`src/rtl/mem_responder.sv`:
```
// Memory-side responder for the pipelined core: 256x8 RAM behind an instruction-fetch
// port and a data port, with an MMIO window (switches, LEDs, cycle counter, sticky status).
module mem_responder #(
  parameter logic [7:0] INIT_VALUE = 8'h0A,
  parameter logic [7:0] MMIO_BASE  = 8'hFC
) (
  input  logic       clock,
  input  logic       reset,
  input  logic       MemRead,
  input  logic       wren,
  input  logic [7:0] address,
  input  logic [7:0] data,
  output logic [7:0] q,
  input  logic [7:0] address_pc,
  output logic [7:0] q_pc,
  input  logic [4:0] sw_in,
  output logic [7:0] led_out,
  output logic       init_busy
);

  localparam logic [0:0] ST_READY = 1'b0;
  localparam logic [0:0] ST_INIT  = 1'b1;

  localparam logic [7:0] A_SW   = MMIO_BASE;
  localparam logic [7:0] A_LED  = MMIO_BASE + 8'd1;
  localparam logic [7:0] A_CNT  = MMIO_BASE + 8'd2;
  localparam logic [7:0] A_STAT = MMIO_BASE + 8'd3;

  logic [7:0] mem_q [256];

  logic [0:0] state_q, state_d;
  logic [7:0] init_addr_q, init_addr_d;
  logic [7:0] q_q, q_d;
  logic [7:0] q_pc_q, q_pc_d;
  logic [7:0] led_q, led_d;
  logic [7:0] cnt_q, cnt_d;
  logic [2:0] status_q, status_d;
  logic [4:0] sw_meta_q, sw_meta_d;
  logic [4:0] sw_sync_q, sw_sync_d;

  logic       mem_we_s;
  logic [7:0] mem_waddr_s;
  logic [7:0] mem_wdata_s;
  logic       data_is_ram_s;
  logic       ram_wr_s;
  logic [7:0] rd_mmio_s;
  logic [2:0] status_set_s;
  logic [2:0] status_clr_s;

  // Next-state logic for the init sweep, both read ports, MMIO registers and status.
  always_comb begin
    state_d       = state_q;
    init_addr_d   = init_addr_q;
    q_d           = q_q;
    q_pc_d        = q_pc_q;
    led_d         = led_q;
    cnt_d         = cnt_q + 8'd1;
    sw_meta_d     = sw_in;
    sw_sync_d     = sw_meta_q;
    status_set_s  = 3'b000;
    status_clr_s  = 3'b000;
    mem_we_s      = 1'b0;
    mem_waddr_s   = address;
    mem_wdata_s   = data;
    data_is_ram_s = (address < MMIO_BASE);
    ram_wr_s      = 1'b0;

    case (address)
      A_SW:    rd_mmio_s = {3'b000, sw_sync_q};
      A_LED:   rd_mmio_s = led_q;
      A_CNT:   rd_mmio_s = cnt_q;
      default: rd_mmio_s = {5'b00000, status_q};
    endcase

    if (state_q == ST_INIT) begin
      mem_we_s    = 1'b1;
      mem_waddr_s = init_addr_q;
      mem_wdata_s = INIT_VALUE;
      init_addr_d = init_addr_q + 8'd1;
      q_pc_d      = INIT_VALUE;
      if (init_addr_q == 8'hFF) begin
        state_d = ST_READY;
      end else begin
        state_d = ST_INIT;
      end
      if (MemRead) begin
        q_d = 8'h00;
      end else begin
        q_d = q_q;
      end
      // Writes during the sweep are dropped but leave a sticky trace.
      if (wren) begin
        status_set_s[0] = 1'b1;
      end else begin
        status_set_s[0] = 1'b0;
      end
    end else begin
      ram_wr_s = wren && data_is_ram_s;
      mem_we_s = ram_wr_s;
      if (MemRead) begin
        if (ram_wr_s) begin
          q_d = data;
        end else if (data_is_ram_s) begin
          q_d = mem_q[address];
        end else if (wren && (address == A_LED)) begin
          q_d = data;
        end else begin
          q_d = rd_mmio_s;
        end
      end else begin
        q_d = q_q;
      end
      // Fetch bypasses a same-cycle data write to the same word and flags the collision.
      if (ram_wr_s && (address == address_pc)) begin
        q_pc_d          = data;
        status_set_s[2] = 1'b1;
      end else begin
        q_pc_d = mem_q[address_pc];
      end
      if (wren) begin
        case (address)
          A_SW:    status_set_s[1] = 1'b1;
          A_LED:   led_d           = data;
          A_CNT:   status_set_s[1] = 1'b1;
          A_STAT:  status_clr_s    = data[2:0];
          default: led_d           = led_q;
        endcase
      end else begin
        led_d = led_q;
      end
    end

    status_d = (status_q & ~status_clr_s) | status_set_s;
  end

  // Control and MMIO state registers.
  always_ff @(posedge clock or negedge reset) begin
    if (!reset) begin
      state_q     <= ST_INIT;
      init_addr_q <= 8'h00;
      q_q         <= 8'h00;
      q_pc_q      <= INIT_VALUE;
      led_q       <= 8'h00;
      cnt_q       <= 8'h00;
      status_q    <= 3'b000;
      sw_meta_q   <= 5'b00000;
      sw_sync_q   <= 5'b00000;
    end else begin
      state_q     <= state_d;
      init_addr_q <= init_addr_d;
      q_q         <= q_d;
      q_pc_q      <= q_pc_d;
      led_q       <= led_d;
      cnt_q       <= cnt_d;
      status_q    <= status_d;
      sw_meta_q   <= sw_meta_d;
      sw_sync_q   <= sw_sync_d;
    end
  end

  // RAM array is deliberately unreset; the init sweep fills it.
  always_ff @(posedge clock) begin
    if (mem_we_s) begin
      mem_q[mem_waddr_s] <= mem_wdata_s;
    end
  end

  assign q         = q_q;
  assign q_pc      = q_pc_q;
  assign led_out   = led_q;
  assign init_busy = (state_q == ST_INIT);

endmodule

```
`config.mk`:
```
export PLATFORM = sky130hd
export DESIGN_NAME = mem_responder
export DESIGN_NICKNAME = d
export VERILOG_FILES = /design/src/rtl/mem_responder.sv
export SDC_FILE = /design/constraint.sdc
export NUM_CORES = 2
export LEC_CHECK = 0
export BUFFER_PORTS_ARGS = -buffer_cell sky130_fd_sc_hd__buf_2
export CAP_MARGIN = 20
export CORE_UTILIZATION = 60
export DETAILED_ROUTE_END_ITERATION = 10
export MAX_ROUTING_LAYER = met4
export PLACE_DENSITY = 0.73
export SLEW_MARGIN = 15
export SYNTH_ARGS = -nofsm -noshare
export SYNTH_HDL_FRONTEND = slang
export SYNTH_SLANG_ARGS = --single-unit
```
`constraint.sdc`:
```
create_clock -name clock -period 10.2 [get_ports clock]
set_clock_uncertainty 0.1 [all_clocks]
set_input_delay 2.04 -clock clock [delete_from_list [all_inputs] [get_ports clock]]
set_output_delay 2.04 -clock clock [all_outputs]
set_load 0.005 [all_outputs]
```
==> flow_metrics.tcl <==
set metrics [dict create \
    ir_drop_v 0.000207 \
    fillers 10700 \
    fin_tns_setup_ns 0 \
    crit_chain "buf_2 > buf_4 > nand2_1 > or3_1 > nand2_1 > o41ai_1 > nand2_1 > buf_4 > nor2_1" \
    synth_edf_count 2048 \
    status "complete, no violations" \
    netlist_area_um2 99000 \
    initial_core_util_pct 60.6 \
    utilization_pct 66.2 \
    cpMostUsedCell "nand2_1" \
    die_x_um 408 \
    cts_root_buf "clkbuf_16" \
    final_hold_viol_count 0 \
    instances_no_fill 7657 \
    tightest_slew_ns 1.36 \
    clk_transition_reported_paths_ns 0.06 \
    synthArstFlopShare_pct 2.57 \
    grt_max_degree 193 \
    drc 0 \
    synth.net_count 5271 \
    hold_depth 0 \
    grt_use_total_pct 45.0 \
    die_h_um 408 \
    worstPathArrival_ns 6.73 \
    reg2reg_slack_ns 5.84 \
    syn_to_final_growth_pct 9.26 \
    dieArea_um2 167000 \
    fin_nets 5297 \
    cp_max_fo 22 \
    synthDistinctLibCells 78 \
    place_congestion 1.07 \
    min_from "sw_meta_q[0]" \
    cts.hold.buffers_added 0 \
    period_share_pct 62.1 \
    yosysWarnings 0 \
    grt_pass1_vias 59500 \
    detail-route-antenna-nets 0 \
    routed_wl_um 360000 \
    drt-wirelength-per-cell_um 47.0 \
    seq_area_um2 62900 \
    finalSetupViolCount 0 \
    ys_dominant_reg_cell "edfxtp_1" \
    vias_per_cell 8.05 \
    post_cts_buffers 0 \
    crit_family "simple AND/OR/NAND/NOR gates" \
    htree_levels 4 \
    dp_hpwl_um 234000 \
    postSynthAreaPerCell_um2 18.9 \
    cts_tree "done" \
    pre_cts_ws_ns 3.46 \
    max_freq_ghz 0.158 \
    reg2reg_depth 5 \
    ys_seq_elements 2102 \
    cp-end-kind "flip-flop" \
    port_buffers 57 \
    multi_input_area_um2 33700 \
    cts.repair.resized 0 \
    clock_latency_ns 0.88 \
    min_period_ns 6.33 \
    crit_path_start_kind "primary input" \
    worstHoldPathType "reg -> reg" \
    core-area_um2 163000 \
    cts_sinks 2102 \
    drive_above_1_share_pct 31.2 \
    dp.cells 7224 \
    required_ns 10.60 \
    rsz0062_at_grt "no" \
    worstReg2RegStart "init_busy" \
    cts-buffers-inserted 209 \
    slew_headroom_pct 9.19 \
    path_buf_inv 3 \
    power.leakage_nw 33.8 \
    ios 58 \
    crit_type "in -> reg" \
    slowest_delay_ns 0.97 \
    regToRegEndpoint "mem_q[154][4]" \
    p_per_area_nw_per_um2 177 \
    holdPathEnd "sw_sync_q[0]" \
    drt-initial-drc-count 11800 \
    grt.overflow.total 0 \
    synthCells 5236 \
    num_rows 148 \
    fin_ws_ns 3.87 \
    drv_cap 0 \
    dr.pass1.iters 8 \
    grt_pass1_wl_um 493000 \
    timing.hold.ws_ns 0.252 \
    antenna_found_initial 27 \
    clock_path_buffers 3 \
    critical_path.startpoint "address[6]" \
    slowest_stage "nand2_1" \
    route.vias.total 61600 \
    slew_violations 0 \
    ys_seq_area_share_pct 63.5 \
]
[layout by cell type, fill, tap and decap left out, types with 58 or more instances in the layout]
cell	count
edfxtp_1	2048
mux4_2	1036
nor2_1	352
nand2_1	222
clkbuf_16	214
buf_4	156
mux2i_1	153
o22ai_1	123
nand3_1	78
a22oi_1	66
o21ai_0	65
a21oi_1	59
mux2_2	58
[through the flow]
stage / area [µm²] / total power, W
6_report: 108000 / 0.0192
5_1_grt: 108000 / 0.0194
4_1_cts: 108000 / 0.0190
3_5_place_dp: 101000 / 0.0114
3_3_place_gp: 101000 / 0.0114
2_1_floorplan: 99000 / 0.0107
[power by group]
group	switching [W]	total [W]	internal [W]
registers	0.0000307	0.00953	0.00950
logic	0.00119	0.00177	0.000578
clock network	0.00342	0.00786	0.00444
[flip-flops by register name, summed over array words and instances (netlist names)]
register / flops
mem_q: 2048
cnt_q: 8
init_addr_q: 8
led_out: 8
q: 8
q_pc: 8
sw_meta_q: 5
sw_sync_q: 5
status_q: 3
init_busy: 1
[how the worst max path moves through the flow]
| stage | end | slack, ns | cells after the start |
|---|---|---|---|
| floorplan | mem_q[0][4] | 0.43 | 1 |
| global placement | mem_q[130][7] | 3.62 | 9 |
| detailed placement | mem_q[164][7] | 3.46 | 9 |
| CTS | mem_q[164][7] | 4.35 | 9 |
| global route | mem_q[4][4] | 3.99 | 9 |
| finish | mem_q[4][6] | 3.87 | 9 |
[cells in the mapped netlist (all sizes together), types with 24 or more instances]
| master | instances | area (µm²) |
|---|---|---|
| mux2i | 153 | 1530 |
| nand2 | 227 | 852 |
| mux2 | 58 | 653 |
| edfxtp | 2048 | 61500 |
| nor2b | 39 | 244 |
| o22ai | 123 | 769 |
| a211oi | 29 | 218 |
| a21oi | 59 | 295 |
| nor4 | 25 | 156 |
| a22oi | 66 | 495 |
| mux4 | 1037 | 23400 |
| clkbuf | 139 | 526 |
| buf | 278 | 2080 |
| o21ai | 65 | 325 |
| o221ai | 27 | 236 |
| a31oi | 31 | 194 |
| nand2b | 24 | 150 |
| nor2 | 369 | 1390 |
| nand3 | 78 | 390 |
| nor3 | 33 | 165 |
| dfrtp | 51 | 1280 |
[layer usage]
layer	share of wire, %	vias to the layer above	global-route usage, %
li1	-	22400	-
met3	16	1315	17.0
met4	7.9	0	28.5
met2	43	5954	60.8
met1	33	31900	57.6
met5	0	-	-
[cell families (layout without fill, tap and decap cells)]
| kind of cell | count (synthesis) | after routing | synth area share, % |
|---|---|---|---|
| DFF | 2102 | 2102 | 63.5 |
| other | 0 | 42 | 0 |
| buffers and inverters | 433 | 637 | 2.70 |
| and+or+nand+nor | 890 | 890 | 4.04 |
| muxes | 1248 | 1248 | 25.8 |
| AOI/OAI and AO/OA | 540 | 540 | 3.77 |
| adders and majority gates | 2 | 2 | 0.0253 |
| xor gates and xnor gates | 21 | 21 | 0.186 |
[final cells by class]
type,instances,share of cell area [%]
Timing Repair Buffer,232,1.77
Inverter,16,0.0567
Multi-Input combinational cell,2701,31.1
Antenna cell,42,0.0971
Tap cell,2175,2.52
Clock buffer,255,5.09
Clock inverter,134,1.24
Sequential cell,2102,58.1
(Power assumes the default switching activity.)
